File: config.mk
export PLATFORM = sky130hd
export DESIGN_NAME = legv8_alu
export DESIGN_NICKNAME = d
export VERILOG_FILES = /design/src/rtl/alu_pkg.sv /design/src/rtl/alu_addsub.sv /design/src/rtl/legv8_alu.sv
export SDC_FILE = /design/constraint.sdc
export NUM_CORES = 1
export LEC_CHECK = 0
export CAP_MARGIN = 20
export CORE_ASPECT_RATIO = 0.5
export CORE_MARGIN = 5
export CORE_UTILIZATION = 39
export DETAILED_ROUTE_END_ITERATION = 8
export SETUP_SLACK_MARGIN = 0.5
export SLEW_MARGIN = 20
export SYNTH_ARGS = -nofsm -noshare
export SYNTH_HDL_FRONTEND = slang
export SYNTH_SLANG_ARGS = --single-unit
File: constraint.sdc
create_clock -name clk -period 5.1 [get_ports clk]
set_clock_uncertainty 0.05 [all_clocks]
set_input_delay 1.275 -clock clk [delete_from_list [all_inputs] [get_ports clk]]
set_output_delay 1.275 -clock clk [all_outputs]
set_load 0.01 [all_outputs]
File: src/rtl/alu_pkg.sv
// alu_pkg: shared definitions for the LEGv8 ALU.
//   - CONTROL opcode constants and the opcode_e enum used to decode them.
//   - Codes 0110/0111/1000 (shifts) are only decoded when ALU_SHIFT_EN is defined;
//     otherwise they fall into the "unlisted code" path like 1010..1111.
package alu_pkg;

    localparam int unsigned CTRL_W = 4;

    localparam logic [CTRL_W-1:0] OP_AND   = 4'b0000;
    localparam logic [CTRL_W-1:0] OP_OR    = 4'b0001;
    localparam logic [CTRL_W-1:0] OP_ADD   = 4'b0010;
    localparam logic [CTRL_W-1:0] OP_SUB   = 4'b0011;
    localparam logic [CTRL_W-1:0] OP_XOR   = 4'b0100;
    localparam logic [CTRL_W-1:0] OP_NOR   = 4'b0101;
    localparam logic [CTRL_W-1:0] OP_SLL   = 4'b0110;
    localparam logic [CTRL_W-1:0] OP_SRL   = 4'b0111;
    localparam logic [CTRL_W-1:0] OP_SRA   = 4'b1000;
    localparam logic [CTRL_W-1:0] OP_PASSB = 4'b1001;

    typedef enum logic [CTRL_W-1:0] {
        OpAnd   = OP_AND,
        OpOr    = OP_OR,
        OpAdd   = OP_ADD,
        OpSub   = OP_SUB,
        OpXor   = OP_XOR,
        OpNor   = OP_NOR,
        OpSll   = OP_SLL,
        OpSrl   = OP_SRL,
        OpSra   = OP_SRA,
        OpPassB = OP_PASSB
    } opcode_e;

endpackage

File: src/rtl/alu_addsub.sv
// alu_addsub: combinational WIDTH-bit adder/subtractor with flags.
//   a, b   : operands
//   sub    : 1 -> a - b computed as a + ~b + 1, 0 -> a + b
//   sum    : result modulo 2^WIDTH
//   carry  : carry-out (not-borrow when subtracting)
//   ovf    : signed overflow
module alu_addsub #(
    parameter int unsigned WIDTH = 32
) (
    input  logic [WIDTH-1:0] a,
    input  logic [WIDTH-1:0] b,
    input  logic             sub,
    output logic [WIDTH-1:0] sum,
    output logic             carry,
    output logic             ovf
);

    logic [WIDTH-1:0] b_eff;
    logic [WIDTH:0]   full;

    always_comb begin
        b_eff = sub ? ~b : b;
        full  = {1'b0, a} + {1'b0, b_eff} + {{WIDTH{1'b0}}, sub};
        sum   = full[WIDTH-1:0];
        carry = full[WIDTH];
        // Overflow: operand signs agree but the result sign differs.
        ovf   = (a[WIDTH-1] == b_eff[WIDTH-1]) && (sum[WIDTH-1] != a[WIDTH-1]);
    end

endmodule

File: src/rtl/legv8_alu.sv
// legv8_alu: single-cycle-latency registered LEGv8 ALU.
//   clk, rst  : clock, synchronous active-high reset
//   in_valid  : a, b and control are qualified this cycle
//   a, b      : operands (b[4:0] is the shift amount)
//   control   : opcode (see alu_pkg)
//   result    : registered result
//   zeroflag, negflag, carryflag, ovfflag : registered flags
//   out_valid : result/flags were loaded by the most recent edge
// Config macro ALU_SHIFT_EN: builds SLL/SRL/SRA; without it those codes act as
// unlisted codes (result 0) and no shifter exists.
module legv8_alu
    import alu_pkg::*;
#(
    parameter int unsigned WIDTH = 32
) (
    input  logic              clk,
    input  logic              rst,
    input  logic              in_valid,
    input  logic [WIDTH-1:0]  a,
    input  logic [WIDTH-1:0]  b,
    input  logic [CTRL_W-1:0] control,
    output logic [WIDTH-1:0]  result,
    output logic              zeroflag,
    output logic              negflag,
    output logic              carryflag,
    output logic              ovfflag,
    output logic              out_valid
);

    logic [WIDTH-1:0] as_sum;
    logic             as_carry;
    logic             as_ovf;

    logic [WIDTH-1:0] result_d, result_q;
    logic             carry_d, carry_q;
    logic             ovf_d, ovf_q;
    logic             zero_q, valid_q;

    alu_addsub #(
        .WIDTH(WIDTH)
    ) u_addsub (
        .a    (a),
        .b    (b),
        .sub  (control == OP_SUB),
        .sum  (as_sum),
        .carry(as_carry),
        .ovf  (as_ovf)
    );

`ifdef ALU_SHIFT_EN
    logic [4:0] shamt;
    assign shamt = b[4:0];
`endif

    always_comb begin
        result_d = '0;
        carry_d  = 1'b0;
        ovf_d    = 1'b0;
        case (control)
            OpAnd:   result_d = a & b;
            OpOr:    result_d = a | b;
            OpAdd, OpSub: begin
                result_d = as_sum;
                carry_d  = as_carry;
                ovf_d    = as_ovf;
            end
            OpXor:   result_d = a ^ b;
            OpNor:   result_d = ~(a | b);
`ifdef ALU_SHIFT_EN
            OpSll:   result_d = a << shamt;
            OpSrl:   result_d = a >> shamt;
            OpSra:   result_d = $unsigned($signed(a) >>> shamt);
`endif
            OpPassB: result_d = b;
            default: result_d = '0;
        endcase
    end

    always_ff @(posedge clk) begin
        if (rst) begin
            result_q <= '0;
            zero_q   <= 1'b1;
            carry_q  <= 1'b0;
            ovf_q    <= 1'b0;
            valid_q  <= 1'b0;
        end else if (in_valid) begin
            result_q <= result_d;
            zero_q   <= (result_d == '0);
            carry_q  <= carry_d;
            ovf_q    <= ovf_d;
            valid_q  <= 1'b1;
        end else begin
            // Idle cycle: hold result/flags, drop valid.
            valid_q  <= 1'b0;
        end
    end

    assign result    = result_q;
    assign zeroflag  = zero_q;
    assign negflag   = result_q[WIDTH-1];
    assign carryflag = carry_q;
    assign ovfflag   = ovf_q;
    assign out_valid = valid_q;

endmodule

==> out/results.txt <==
The flow ran to the end, and the final reports show no timing, DRC or antenna violations. Along the worst hold path, the cell count comes to 2. The pin count of the biggest net entering global routing is 58.

The endpoint identified for the worst register-to-register timing path is result[20]. Synthesis produced a netlist with a net count of 958. After synthesis, the most frequently instantiated cells are 100 x sky130_fd_sc_hd__ha_1, 82 x sky130_fd_sc_hd__nand2_1, 75 x sky130_fd_sc_hd__inv_1. The post-layout minimum cycle time was 4.50 ns.

Traced cell by cell, the critical path runs through clkdlybuf4s50_1 -> xnor2_1 -> ha_1 -> buf_4 -> nand3b_1 -> buf_4 -> nand2_2 -> xor2_1 -> a221oi_2 -> and3_1 -> nand4_1 -> a2111oi_2 -> nand4_1 -> nor4_2 -> a41o_1. The tools report the worst-case headroom to the max-slew limit as 28.7%. The data arrival time of the critical path was 4.67 ns. The proportion of power drawn by flip-flops and latches is 20.6%. Combinational logic is responsible for 59.0% of the overall power. Via density per instance: 5.54.

The total area inside the core boundary comes to 14,400 um2. The area growth from synthesis to layout is 47.3%. Counting tap cells, the placed design contains a total of 1,149 instances. The total wire length after detailed routing is 21,200 um, and the net switching power of the design is 0.000578 W. On the critical path the largest part of the delay comes from simple AND/OR/NAND/NOR gates. Setup violations remaining at the end of the flow were counted as 0. The min-delay analysis places its worst path in the category flip-flop to flip-flop.

The clock slew seen by the registers of the worst setup and hold paths works out to 0.05 ns. Cells with a size suffix above 1 make up 21.9% of the layout. In the global route stage, overall resource usage came out at 23.9%. After floorplanning, the core was divided into 31 placement rows.

For the cell area after synthesis, the log shows 5710 um2. Critical path launch point type: an input port. The number of nets still failing antenna checks after routing was 0; the total die area was 17,300 um2. The count of inserted antenna diode cells was 0. In this run the worst path has a maximum fanout of 4. The number of clock buffers added by TritonCTS is 5. The final number of hold-violating endpoints was 0; the synthesized area divided by synthesized cell count was 7.27 um2. The count of pins on the block boundary was 108; the share of flip-flops with an asynchronous set or reset was 0%.

The worst IR drop on VDD is 0.133 mV. In the post-synthesis netlist, the biggest area contributors are sky130_fd_sc_hd__ha_1 22%, sky130_fd_sc_hd__dfxtp_1 13%, sky130_fd_sc_hd__xnor2_1 6.7%, sky130_fd_sc_hd__nand2_1 5.4%, sky130_fd_sc_hd__a21oi_1 5.3%. For the final-layout fill cell count, the log shows 1,346. The startpoint identified for the worst register-to-register timing path is result[20].

The share of the clock period used by the worst path after layout works out to 88.2%. The top flip-flop cell by instance count after synthesis is sky130_fd_sc_hd__dfxtp_1. Counting flops with a built-in enable in the synthesized netlist gives 0. Dividing the detail-routed wire length by the instance count gives 17.8 um. Slew at the pin with the worst max-slew slack: 1.06 ns. The kind of critical path was input port to flip-flop. In this run the vertical extent of the chip is 95.6 um. The synthesized design spends more area on one cell type than any other, namely sky130_fd_sc_hd__ha_1. The clock reaches the later pin of the worst-skew pair after 0.28 ns. The sequential fraction of the synthesis area is 12.6%. The maximum single-stage delay on the critical path is 0.52 ns, and the final-stage net count is 1,158. The buffering stage count on the worst path with inverters included was 3; the worst slack on hold paths was 0.421 ns. The total power per unit cell area was 180 nW/um2. Detailed routing inserted a total of 6,563 vias. For this run, the top clock speed supported by timing is 222 MHz. The count of buffers added on input and output ports is 107.

The slowest stage of the critical path is the sky130_fd_sc_hd__clkdlybuf4s50_1 cell. Per report_power, the clock group accounts for 20.4% of the total. The first routing iteration left 423 violations. The first detailed-routing pass ran for 5 iterations. The run gives 6,429 as the via count of the first global-routing pass. The tree is rooted in a sky130_fd_sc_hd__clkbuf_16.

The floorplan step set the die width to 181 um. The tools report the CTS H-tree depth as 2. By instance count, the leading cell after synthesis is sky130_fd_sc_hd__ha_1. Synthesis produced a netlist whose cell count is 786.

The internal power summed over all cells is 0.000939 W. Counting every sink on the clock net gives 36. The total of warnings raised by yosys was 0. The run gives 0.937 as the placer congestion estimate. For the number of antenna violations at the first check in global routing, the log shows 0.

The setup check on the worst reg-to-reg path leaves a slack of 4.25 ns. Flop and latch count out of synthesis: 36. For the worst setup path, the data required time is 5.28 ns.

Total negative setup slack: 0 ns. Synthesis instantiated 67 different standard cells from the library. TritonCTS built the clock tree.

The starting density of the core is 39.7%. Max-cap violations in this run came to 0. The run gives 0 as the overall overflow remaining after global route. The number of DRC violations after detailed routing was 0. STA classifies the critical path endpoint as a flip-flop.

The sum of net half-perimeters after detailed placement came out at 16,600 um. The startpoint identified for the worst hold timing path is result[15]. The logs give 2 for the number of buffers between clock root and the deepest sink and 0 for the max-slew violation total from the final report. Counting cells, the worst reg-to-reg path comes to 2. The first-pass GRT wire length came out at 33,500 um. The hold-critical path endpoint is result[15].

The number of standard cells in the layout, taps in and fillers out is 1,185, and the portion of synthesized cell area occupied by the leading cell type is 21.9%. The leakage power total is 3.82 nW, and the switching power share of the total is 38.1%. Setup repair after global routing could not meet its margin everywhere.
==> power by group through the flow <==
stage | Clock, W | Sequential, W | Combinational, W
after floorplan | 0 | 0.000328 | 0.000409
after global placement | 0 | 0.000319 | 0.000784
after detailed placement | 0 | 0.000319 | 0.000790
after CTS | 0.000315 | 0.000313 | 0.000846
after global routing | 0.000328 | 0.000316 | 0.000979
final | 0.000309 | 0.000313 | 0.000896
==> layer usage <==
metal	track usage, %	vias up	wire length (um)
met5	0	-	0
met1	32.0	3084	9970
li1	-	3239	-
met2	40.1	207	9420
met4	5.87	0	463
met3	4.54	33	1310
==> through the flow <==
stage                     total power [W]  setup WS [ns]  area [um2]  utilization (%)
final                             0.00152          0.604        8410             58.4
after global placement            0.00110         -0.132        7680             53.4
after detailed placement          0.00111         -0.238        7680             53.4
after CTS                         0.00147          0.612        8170             56.8
after global routing              0.00162          0.421        8410             58.4
after floorplan                  0.000736          0.541        5710                -
==> worst max path at each step <==
stage | from | to | slack (ns) | cells after the start
floorplan | control[2] | zeroflag | 0.54 | 15
global placement | control[2] | zeroflag | -0.13 | 18
detailed placement | control[2] | zeroflag | -0.24 | 16
CTS | control[3] | zeroflag | 0.61 | 18
global route | b[2] | zeroflag | 0.42 | 15
finish | b[2] | zeroflag | 0.60 | 15
==> placed cells by master (no fill, tap or decap), types with 10 or more instances in the layout <==
| master | synthesis | routed |
|---|---|---|
| sky130_fd_sc_hd__a21oi_2 | 0 | 12 |
| sky130_fd_sc_hd__nor2_1 | 62 | 60 |
| sky130_fd_sc_hd__nand2_1 | 82 | 79 |
| sky130_fd_sc_hd__a222oi_1 | 19 | 19 |
| sky130_fd_sc_hd__clkdlybuf4s50_1 | 0 | 100 |
| sky130_fd_sc_hd__buf_4 | 1 | 123 |
| sky130_fd_sc_hd__xor2_1 | 10 | 10 |
| sky130_fd_sc_hd__a211oi_1 | 24 | 21 |
| sky130_fd_sc_hd__inv_1 | 75 | 73 |
| sky130_fd_sc_hd__o211ai_1 | 10 | 10 |
| sky130_fd_sc_hd__xnor2_1 | 44 | 38 |
| sky130_fd_sc_hd__nand3_1 | 12 | 10 |
| sky130_fd_sc_hd__dfxtp_1 | 36 | 36 |
| sky130_fd_sc_hd__nand4_1 | 12 | 12 |
| sky130_fd_sc_hd__nor3_1 | 19 | 14 |
| sky130_fd_sc_hd__o21ai_0 | 53 | 45 |
| sky130_fd_sc_hd__a21oi_1 | 60 | 46 |
| sky130_fd_sc_hd__ha_1 | 100 | 97 |
==> flip-flops by register name, indices dropped and copies added (netlist names) <==
signal and flops:
carryflag 1, result 32, zeroflag 1, ovfflag 1
out_valid 1
==> worst min-delay path, stage by stage, from the launching register on <==
cell,delay (ns)
sky130_fd_sc_hd__dfxtp_1,0.31
sky130_fd_sc_hd__nand2_1,0.06
sky130_fd_sc_hd__a21oi_1,0.05
==> cell type report <==
type                       count  area, um2  share of cell area [%]
multi-input combinational    631       4920                    58.4
timing repair buffer         237       2100                    24.9
sequential                    36        721                    8.57
inverter                      75        282                    3.35
tap                          198        248                    2.95
clock buffer                   8        146                    1.74
==> timing repair <==
item                                    CTS  global route
buffers inserted                         15            13
hold buffers                              0             0
endpoints found under the setup margin    7             3
resized for setup                        60            38
pin swaps                                32            33
cloned                                    0             0
==> cells by family after synthesis <==
| group | after synthesis | synth area share [%] |
|---|---|---|
| fa+ha+maj | 101 | 22.3 |
| flops | 36 | 12.6 |
| mux | 11 | 2.08 |
| xor+xnor | 54 | 8.28 |
| simple gates | 225 | 18.2 |
| buf+inv | 119 | 8.06 |
| compound gates | 240 | 28.5 |
No activity file was read; power rests on OpenSTA's default activity.
